===== config.mk =====
export PLATFORM = sky130hd
export DESIGN_NAME = aud_recorder
export DESIGN_NICKNAME = d
export VERILOG_FILES = /design/src/rtl/aud_recorder.sv
export SDC_FILE = /design/constraint.sdc
export NUM_CORES = 1
export LEC_CHECK = 0
export BUFFER_PORTS_ARGS = -buffer_cell sky130_fd_sc_hd__clkbuf_2
export CELL_PAD_IN_SITES_DETAIL_PLACEMENT = 0
export CELL_PAD_IN_SITES_GLOBAL_PLACEMENT = 2
export CORE_MARGIN = 4
export CORE_UTILIZATION = 31
export CTS_CLUSTER_DIAMETER = 120
export DETAILED_ROUTE_END_ITERATION = 8
export PLACE_DENSITY_LB_ADDON = 0.25
export SLEW_MARGIN = 0
export SYNTH_ARGS = -nofsm -noshare
export SYNTH_HDL_FRONTEND = slang
export SYNTH_SLANG_ARGS = --single-unit

===== constraint.sdc =====
create_clock -name clk -period 2.1 [get_ports clk]
set_clock_uncertainty 0.1 [all_clocks]
set_input_delay 0.315 -clock clk [delete_from_list [all_inputs] [get_ports clk]]
set_output_delay 0.315 -clock clk [all_outputs]
set_load 0.01 [all_outputs]

===== src/rtl/aud_recorder.sv =====
// I2S left-channel capture from the WM8731 ADC into 16-bit samples, issued as
// one-cycle SRAM write requests at incrementing addresses.
module aud_recorder #(
    parameter int                ADDR_W   = 20,
    parameter logic [ADDR_W-1:0] MAX_ADDR = 20'hFFFFF
) (
    input  logic              clk,
    input  logic              rst,
    input  logic              i_start,
    input  logic              i_pause,
    input  logic              i_stop,
    input  logic              i_bclk,
    input  logic              i_lrc,
    input  logic              i_data,
    output logic [ADDR_W-1:0] o_addr,
    output logic [15:0]       o_data,
    output logic              o_we,
    output logic [ADDR_W:0]   o_len,
    output logic              o_busy,
    output logic              o_paused,
    output logic              o_full
);

    typedef enum logic [2:0] {
        S_IDLE,
        S_WAIT_L,
        S_SKIP,
        S_SHIFT,
        S_WRITE,
        S_PAUSED
    } state_t;

    state_t      state, state_d;
    logic [2:0]  bclk_sr, lrc_sr;
    logic [1:0]  data_sr;
    logic        bclk_rise, lrc_fall, sync_data;
    logic [15:0] shift_reg;
    logic [3:0]  bit_cnt;
    logic        pause_pending, pend_d;
    logic        do_shift;
    logic        at_max;

    // Sample count holds at 2^ADDR_W once the MSB is reached.
    function automatic logic [ADDR_W:0] sat_inc(input logic [ADDR_W:0] v);
        if (v[ADDR_W])
            return v;
        return v + (ADDR_W+1)'(1);
    endfunction

    // Codec pins are asynchronous to clk: two sync stages, then a history flop for edges.
    always_ff @(posedge clk or negedge rst) begin
        if (!rst) begin
            bclk_sr <= '0;
            lrc_sr  <= '0;
            data_sr <= '0;
        end else begin
            bclk_sr <= {bclk_sr[1:0], i_bclk};
            lrc_sr  <= {lrc_sr[1:0], i_lrc};
            data_sr <= {data_sr[0], i_data};
        end
    end

    assign bclk_rise = bclk_sr[1] & ~bclk_sr[2];
    assign lrc_fall  = ~lrc_sr[1] & lrc_sr[2];
    assign sync_data = data_sr[1];
    assign at_max    = (o_addr == MAX_ADDR);

    always_comb begin
        state_d  = state;
        pend_d   = 1'b0;
        do_shift = 1'b0;
        case (state)
            S_IDLE: begin
                if (i_start)
                    state_d = S_WAIT_L;
            end
            S_WAIT_L: begin
                if (i_stop)
                    state_d = S_IDLE;
                else if (i_pause)
                    state_d = S_PAUSED;
                else if (lrc_fall)
                    state_d = S_SKIP;
            end
            S_SKIP: begin
                if (i_stop)
                    state_d = S_IDLE;
                else if (i_pause)
                    state_d = S_PAUSED;
                else begin
                    pend_d = pause_pending;
                    if (bclk_rise)
                        state_d = S_SHIFT;
                end
            end
            S_SHIFT: begin
                if (i_stop)
                    state_d = S_IDLE;
                else begin
                    // A pause here only arms; a second pause before the write disarms.
                    pend_d = pause_pending ^ i_pause;
                    if (lrc_fall)
                        state_d = S_SKIP;
                    else if (bclk_rise) begin
                        do_shift = 1'b1;
                        if (bit_cnt == 4'd15)
                            state_d = S_WRITE;
                    end
                end
            end
            S_WRITE: begin
                if (i_stop || at_max)
                    state_d = S_IDLE;
                else if (pause_pending ^ i_pause)
                    state_d = S_PAUSED;
                else
                    state_d = S_WAIT_L;
            end
            S_PAUSED: begin
                if (i_stop)
                    state_d = S_IDLE;
                else if (i_pause)
                    state_d = S_WAIT_L;
            end
            default: state_d = S_IDLE;
        endcase
    end

    always_ff @(posedge clk or negedge rst) begin
        if (!rst) begin
            state         <= S_IDLE;
            pause_pending <= 1'b0;
            shift_reg     <= '0;
            bit_cnt       <= '0;
            o_addr        <= '0;
            o_len         <= '0;
            o_full        <= 1'b0;
        end else begin
            state         <= state_d;
            pause_pending <= pend_d;
            if (state == S_IDLE && i_start) begin
                o_addr <= '0;
                o_len  <= '0;
                o_full <= 1'b0;
            end
            if (state == S_SKIP && bclk_rise)
                bit_cnt <= '0;
            if (do_shift) begin
                shift_reg <= {shift_reg[14:0], sync_data};
                bit_cnt   <= bit_cnt + 4'd1;
            end
            // The write cycle always commits, even when a stop arrives with it.
            if (state == S_WRITE) begin
                o_len <= sat_inc(o_len);
                if (at_max)
                    o_full <= 1'b1;
                else
                    o_addr <= o_addr + ADDR_W'(1);
            end
        end
    end

    assign o_we     = (state == S_WRITE);
    assign o_data   = shift_reg;
    assign o_busy   = (state != S_IDLE);
    assign o_paused = (state == S_PAUSED);

endmodule


Yosys cells after proc, flatten, opt, wreduce, memory -nomap -nowiden
Cells that the tools add are included.

$add $sub $neg: 3. Equality and inequality tests: 15. Muxes and demuxes: 38. Bitwise operators: 5. Reduce and logical (&&, ||, !) cells: 9.

Operator list (number): 21-bit 2-to-1 mux (4); 20-bit 2-to-1 mux (3); 3-bit 2-to-1 mux (15); 21-bit by 1-bit adder with 21-bit output, second input constant (1); 20-bit by 1-bit adder with 20-bit output, second input constant (1); 20-bit == test, second input constant (1); 3-bit case mux with 6 select lines (1); 4-bit != test, second input constant (4); 1-bit 2-to-1 mux (12); 3-bit != test, second input constant (3); 4-bit 2-to-1 mux (2); 3-bit by 2-bit == test with 1-bit output, second input constant (2); 3-bit == test, second input constant (2); 6-bit AND reduction (1); 4-bit by 1-bit adder with 4-bit output, second input constant (1); 4-bit == test, second input constant (1); 2-bit nonzero test (2); 3-bit by 1-bit == test with 1-bit output, second input constant (1); 3-bit zero test (1); 3-bit nonzero test (1); 1-bit AND (2); 1-bit logical AND (2); 2-bit != test, second input constant (1); 1-bit NOT (2); 4 further kinds (4).

Register bits: 74. Input bits: 8. Output and inout bits: 61.

Depth between registers and ports, before layout
Gate-level depths: netlist of the first run.

Depth after elaboration: 7. Gate-level depth with buffers: 7.

Least setup slack after synthesis of the first run
Ideal clock, no wire load.

Path type: register -> register. From: reg state[0]. To: reg o_addr[17]. Arrival time: 1.884 ns. Required time: 1.859 ns. Path slack: -0.025 ns. Stages on the path, launching flop included: 7. Clock period less this slack: 2.125 ns. Cells stage by stage: dfrtp_1 or3b_1 buf_2 or2_1 or4_4 o211ai_2 o31ai_2.

Longest elaborated chain between the ends: 5.

RTL lines: start, declared (RTL line 33) `state_t state, state_d;`; start signal, assigned (RTL line 139) `state <= state_d;`; 3-bit zero test (RTL line 141) `if (state == S_IDLE && i_start) begin`; 1-bit logical AND (RTL line 141); 20-bit 2-to-1 mux (RTL line 141); 20-bit 2-to-1 mux (RTL line 155) `if (at_max)`; 20-bit 2-to-1 mux (*) (RTL line 153) `if (state == S_WRITE) begin`; end signal, assigned (RTL line 158) `o_addr <= o_addr + ADDR_W'(1);`; end, declared (RTL line 15) `output logic [ADDR_W-1:0] o_addr,`.

Mark *: on every way between the ends. The rest lies on a longest branch, timed or not. A chain may end at the register's enable or synchronous reset.

Worst setup path after layout of the first run
From: reg state[2]. To: reg state[0].

Longest elaborated chain between the ends: 3.

RTL lines: 3-bit by 2-bit == test with 1-bit output, or another cell as far along (RTL line 72) `case (state)`; 4-bit != test (no line), or another cell as far along; 6-bit AND reduction (no line).

Parallel ways exist; a longest one is shown, timed or not.

==> flow_summary.toml, run 1 <==
[pwr]
maximum_vdd_drop_mv = 0.491
total_leakage_power_nw = 2.20
power.density_cell_area_mw_per_mm2 = 902

[grt]
grt_antenna_before_repair = 0
global_route.overflow_total = 0
total_global_routing_track_utilization = 0.143
grt_pass1_vias = 2984
grt_first_pass_wirelength_mm = 14.8
grt_max_degree = 57

[logic_synthesis]
most_instantiated_flip_flop_cell_in_the_synthesis_netlist = "dfrtp_1"
mappedNetlistArea_sq_mm = 0.00350
asyncSetResetFlopFracSynth = 1.00
number_of_synthesized_flops_with_an_enable_pin = 0
synth.yosys.warnings = 0
synthDistinctLibCells = 47
synth_sequential_area_ratio = 0.528
synth.net_count = 357
syn_inst = 346
synth_area_per_cell_sq_um = 10.1
number_of_flip_flops_and_latches_in_the_synthesized_netlist = 74

[cells_and_area]
final_cell_area_sq_mm = 0.00469
antenna-diode-count = 0
mostFrequentLayoutCell = "dfrtp_1"
areaGrowthSynthToFinish_pct = 34.0
multi_input_area_sq_mm = 0.00160
layout-drive-gt1-share = 0.354
seqCellArea_sq_mm = 0.00185
fin_nets = 467
layout.filler_cells = 1112
final_cell_mix = "74 x dfrtp_1, 66 x clkbuf_2, 41 x buf_4"

[clock_network]
cts_max_path_buffers = 2
clk_pin_slew_worst_paths_ns = 0.06
clock_tree_from_tritoncts = "built"
cts-root-buf = "clkbuf_16"
cts_setup_buffers = 0
clock_sinks = 74
clock_insertion_delay_worst_skew_ns = 0.33
cts_htree_levels = 3
tritoncts.num_buffers = 9

[sta]
slew-limit-headroom = 0.665
setup_viol = 0
timing.final.hold_violations = 0
timing.final.ws_setup_ns = 0.0607
maxSlewViolCount = 0
finalWorstPathRequiredPeriod_ns = 2.04
tightestPinTransition_ns = 0.501
grt_setup_unrepaired = "yes"
fmax_mhz = 490
tns_ns = 0
final.period_utilization = 0.971

[placed_design]
post_detail_place_hpwl_mm = 6.35
place_ws_ns = 0.000564
placed_area_sq_mm = 0.00429
gpl_wtd_cong = 0.778
numPortBuffers = 68

[die]
initial_utilization = 0.320
dieWidth_um = 114
boundaryPins = 69
dieHeight_um = 114
rows = 38
fp.dieArea_sq_mm = 0.0131
floorplan.core_area_sq_mm = 0.0109

[status]
outcome = "completed"

[run]
timing.max_cap.violations = 0

[drt]
dr.first_iter.drc_count = 121
postRouteAntennaNets = 0
wl_mm = 8.81
viasPerCell = 5.02
drt_first_pass_iters = 4
vias = 3016
routedWlPerCell_um = 14.7
detail_route.drc_violations = 0

[worst_setup_path]
cp.required_ns = 2.21
crit_family = "simple AND/OR/NAND/NOR gates"
critical_path.n_buffers_inverters = 1
critical_path.max_stage_delay_ns = 0.43
cpMaxStageDelayCell = "or4_1"
critical_path.startpoint_type = "register"
setup.worst_path.end_class = "register"
critical_path_class = "reg -> reg"
critical_path_peak_fanout = 4
arrival_ns = 2.15
cells_along_the_critical_path = "buf_4 > or2_2 > or4_1 > o211ai_1 > nor2_1 > mux2_2"

[min_path]
hold_path_class = "in -> reg"
worst reg2reg max path: stages, from the launching register on:
cell and delay [ns]:
dfrtp_1 0.40, buf_4 0.15, or2_2 0.30, or4_1 0.43, o211ai_1 0.17, nor2_1 0.09, mux2_2 0.28
flip-flops by register name (all words and copies together), names as in the netlist:
signal	cells
lrc_sr	3
o_full	1
data_sr	2
o_len	21
state	3
o_data	16
pause_pending	1
bclk_sr	3
bit_cnt	4
o_addr	20
worst paths after layout:
path	startpoint	to	slack, ns	cells past startpoint
max	state[2]	state[0]	0.06	6
min	i_stop	state[2]	0.24	3
max reg2reg	state[2]	state[0]	0.06	6
min reg2reg	bclk_sr[0]	bclk_sr[1]	0.25	0
max in group asynchronous	rst	bclk_sr[2]	1.02	3
min in group asynchronous	rst	o_len[0]	0.30	2
cell families after synthesis:
group | count (synthesis) | share of synthesized area
AND/OR/NAND/NOR | 146 | 0.214
flip-flops | 74 | 0.528
AO/OA/AOI/OAI | 72 | 0.134
multiplexers | 24 | 0.0750
buffers and inverters | 21 | 0.0232
XOR/XNOR | 6 | 0.0150
adder cells (fa/ha/maj) | 3 | 0.0107
report_power, final:
group	internal, W	switching, W	total, W
logic	0.000397	0.000532	0.000930
registers	0.00154	0.0000997	0.00164
clock network	0.00107	0.000597	0.00167
total	0.00301	0.00123	0.00424
per-stage QoR:
stage | instances | utilization | hold WS, ns | power [W]
after floorplan | 346 | - | -0.0806 | 0.00218
after global placement | 581 | 0.392 | 0.117 | 0.00257
after detailed placement | 581 | 0.392 | 0.117 | 0.00257
after CTS | 601 | 0.426 | 0.221 | 0.00428
after global routing | 601 | 0.429 | 0.251 | 0.00448
final | 601 | 0.429 | 0.241 | 0.00424
Yosys cell counts (2+ instances only):
master	count	area, sq um
nand2b_1	6	37.5
a21oi_1	7	35.0
or2_2	2	12.5
nand4_1	14	87.6
buf_2	2	10.0
o21ai_0	34	170
dfrtp_1	74	1850
o211ai_2	2	25.0
nor2_2	2	12.5
and3_1	3	18.8
nor3_1	7	35.0
nor2b_1	3	18.8
mux2i_1	6	60.1
nand3_1	32	160
mux2_2	18	203
clkbuf_1	11	41.3
ha_1	3	37.5
nor2_1	24	90.1
o211ai_1	8	60.1
o31ai_1	9	67.6
inv_1	7	26.3
a31oi_1	2	12.5
or4_1	5	37.5
nor4_1	3	18.8
nand2_1	35	131
and2_1	2	12.5
xnor2_1	5	43.8
metal layers:
metal / GRT usage / share of wire / wire length [um] / up-vias
met4: 0.0475 / 0.012 / 108 / 0
met2: 0.238 / 0.48 / 4230 / 64
met3: 0.0407 / 0.047 / 416 / 10
li1: - / - / - / 1498
met5: 0 / 0 / 0 / -
met1: 0.178 / 0.46 / 4060 / 1444
repair_timing:
action / 4_1_cts / 5_1_grt
hold buffers: 4 / 0
endpoints found under the setup margin: 3 / 32
pin swaps: 1 / 2
resized for setup: 1 / 10
endpoints found under the hold margin: 21 / 0
layout make-up:
cell class,count,share of cell area
clock buffer,10,0.0509
sequential,74,0.394
timing repair buffer,113,0.151
clock inverter,6,0.0189
inverter,7,0.00560
multi-input combinational,251,0.342
tap,140,0.0373
(Power assumes the default switching activity.)
==> inputs of run 2 (changes only) <==
--- a/config.mk
+++ b/config.mk
@@ -8,11 +8,12 @@
 export BUFFER_PORTS_ARGS = -buffer_cell sky130_fd_sc_hd__clkbuf_2
 export CELL_PAD_IN_SITES_DETAIL_PLACEMENT = 0
 export CELL_PAD_IN_SITES_GLOBAL_PLACEMENT = 2
+export CORE_ASPECT_RATIO = 2
 export CORE_MARGIN = 4
 export CORE_UTILIZATION = 31
 export CTS_CLUSTER_DIAMETER = 120
 export DETAILED_ROUTE_END_ITERATION = 8
-export PLACE_DENSITY_LB_ADDON = 0.25
+export PLACE_DENSITY_LB_ADDON = 0.1
 export SLEW_MARGIN = 0
 export SYNTH_ARGS = -nofsm -noshare
 export SYNTH_HDL_FRONTEND = slang
==> flow_summary.toml, run 2 (synthesized netlist as in run 1, its figures left out) <==
[die]
fp.dieArea_sq_mm = 0.0132
initial_utilization = 0.318
dieHeight_um = 158
boundaryPins = 69
dieWidth_um = 83.2
floorplan.core_area_sq_mm = 0.0110
rows = 54

[sta]
maxSlewViolCount = 0
tns_ns = 0
tightestPinTransition_ns = 0.575
slew-limit-headroom = 0.617
grt_setup_unrepaired = "no"
fmax_mhz = 488
timing.final.hold_violations = 0
setup_viol = 0
finalWorstPathRequiredPeriod_ns = 2.05
final.period_utilization = 0.975
hold_slack_ns = 0.148

[pwr]
p_sw_w = 0.00124
internal_portion_of_total_power_w = 0.00299
swShare = 0.294
comb_power_share = 0.229
seq_power_share = 0.384
maximum_vdd_drop_mv = 0.513
total_leakage_power_nw = 2.20
clock_network_power_share = 0.387
power.density_cell_area_mw_per_mm2 = 897

[placed_design]
post_detail_place_hpwl_mm = 7.66
numPortBuffers = 68
gpl_wtd_cong = 0.818
placed_area_sq_mm = 0.00431
numPlacedInstances = 584

[cells_and_area]
fin_util = 0.428
layout.filler_cells = 1106
antenna-diode-count = 0
fin_nets = 471
layout-drive-gt1-share = 0.353
stdcell_count = 605
final_cell_mix = "72 x dfrtp_1, 67 x clkbuf_2, 45 x buf_4"
final_cell_area_sq_mm = 0.00472
mostFrequentLayoutCell = "dfrtp_1"
largest_reg_flops = 21
register_ranked_first_by_flip_flop_count = "o_len"
seqCellArea_sq_mm = 0.00185
areaGrowthSynthToFinish_pct = 34.6
multi_input_area_sq_mm = 0.00162

[run]
timing.max_cap.violations = 0

[worst_setup_path]
cp.required_ns = 1.68
critical_path.startpoint_type = "register"
critical_path_peak_fanout = 6
setup.worst_path.end_class = "output port"
critical_path_class = "reg -> out"
arrival_ns = 1.63

[status]
outcome = "completed"

[clock_network]
cts_htree_levels = 3
clock_insertion_delay_worst_skew_ns = 0.34
clk_pin_slew_worst_paths_ns = 0.05
clock_tree_from_tritoncts = "built"
cts_max_path_buffers = 2
clock_sinks = 74
tritoncts.num_buffers = 9
cts-root-buf = "clkbuf_16"

[drt]
dr.first_iter.drc_count = 110
routedWlPerCell_um = 16.7
viasPerCell = 5.13
wl_mm = 10.1
detail_route.drc_violations = 0
postRouteAntennaNets = 0
vias = 3103
drt_first_pass_iters = 4

[min_path]
hold_path_class = "in -> reg"

[grt]
grt_max_degree = 40
grt_first_pass_wirelength_mm = 16.7
grt_pass1_vias = 3266
grt_antenna_before_repair = 0
total_global_routing_track_utilization = 0.162
global_route.overflow_total = 0
[run 2: final cells by class]
| type | count | area share |
|---|---|---|
| Clock buffer | 11 | 0.0493 |
| Clock inverter | 5 | 0.0167 |
| Inverter | 7 | 0.00557 |
| Multi-Input combinational cell | 251 | 0.343 |
| Sequential cell | 74 | 0.393 |
| Tap cell | 140 | 0.0371 |
| Timing Repair Buffer | 117 | 0.155 |
[run 2: timing repair]
action / CTS / global route
endpoints found under the setup margin: 0 / 16
gates resized for setup: 0 / 10
buffers inserted: 0 / 1
hold endpoints to repair: 41 / 0
hold buffers: 4 / 0
[run 2: power by group through the flow]
stage	Sequential [W]	Combinational, W	Clock (W)
2_1_floorplan	0.00168	0.000500	0
5_1_grt	0.00164	0.00109	0.00175
4_1_cts	0.00163	0.000980	0.00168
3_5_place_dp	0.00165	0.000970	0
6_report	0.00163	0.000968	0.00164
3_3_place_gp	0.00164	0.000975	0
[run 2: worst paths after layout]
kind / start / end / slack [ns] / cells after the start
hold / removal: i_stop / state[2] / 0.15 / 2
hold reg to reg: bclk_sr[0] / bclk_sr[1] / 0.25 / 0
min in group asynchronous: rst / o_addr[11] / 0.41 / 2
setup reg to reg: state[2] / state[0] / 0.08 / 6
setup / recovery: state[0] / o_we / 0.05 / 4
max in group asynchronous: rst / state[1] / 0.90 / 3
[run 2: per-layer routing]
| layer | wire length [um] | global-route usage | vias up |
|---|---|---|---|
| li1 | - | - | 1497 |
| met1 | 3710 | 0.165 | 1516 |
| met2 | 5630 | 0.309 | 69 |
| met3 | 368 | 0.0290 | 21 |
| met4 | 376 | 0.0865 | 0 |
| met5 | 0 | 0 | - |
[run 2: through the flow]
stage | setup slack [ns] | total power, W
2_1_floorplan | 0.0360 | 0.00218
3_3_place_gp | 0.0671 | 0.00262
3_5_place_dp | 0.0397 | 0.00262
4_1_cts | 0.00890 | 0.00429
5_1_grt | 0.000994 | 0.00448
6_report | 0.0520 | 0.00423
[run 2: critical path, stage by stage, from the launching register on]
cell,delay [ns]
dfrtp_1,0.39
or3b_4,0.44
buf_4,0.15
inv_1,0.15
clkbuf_2,0.17
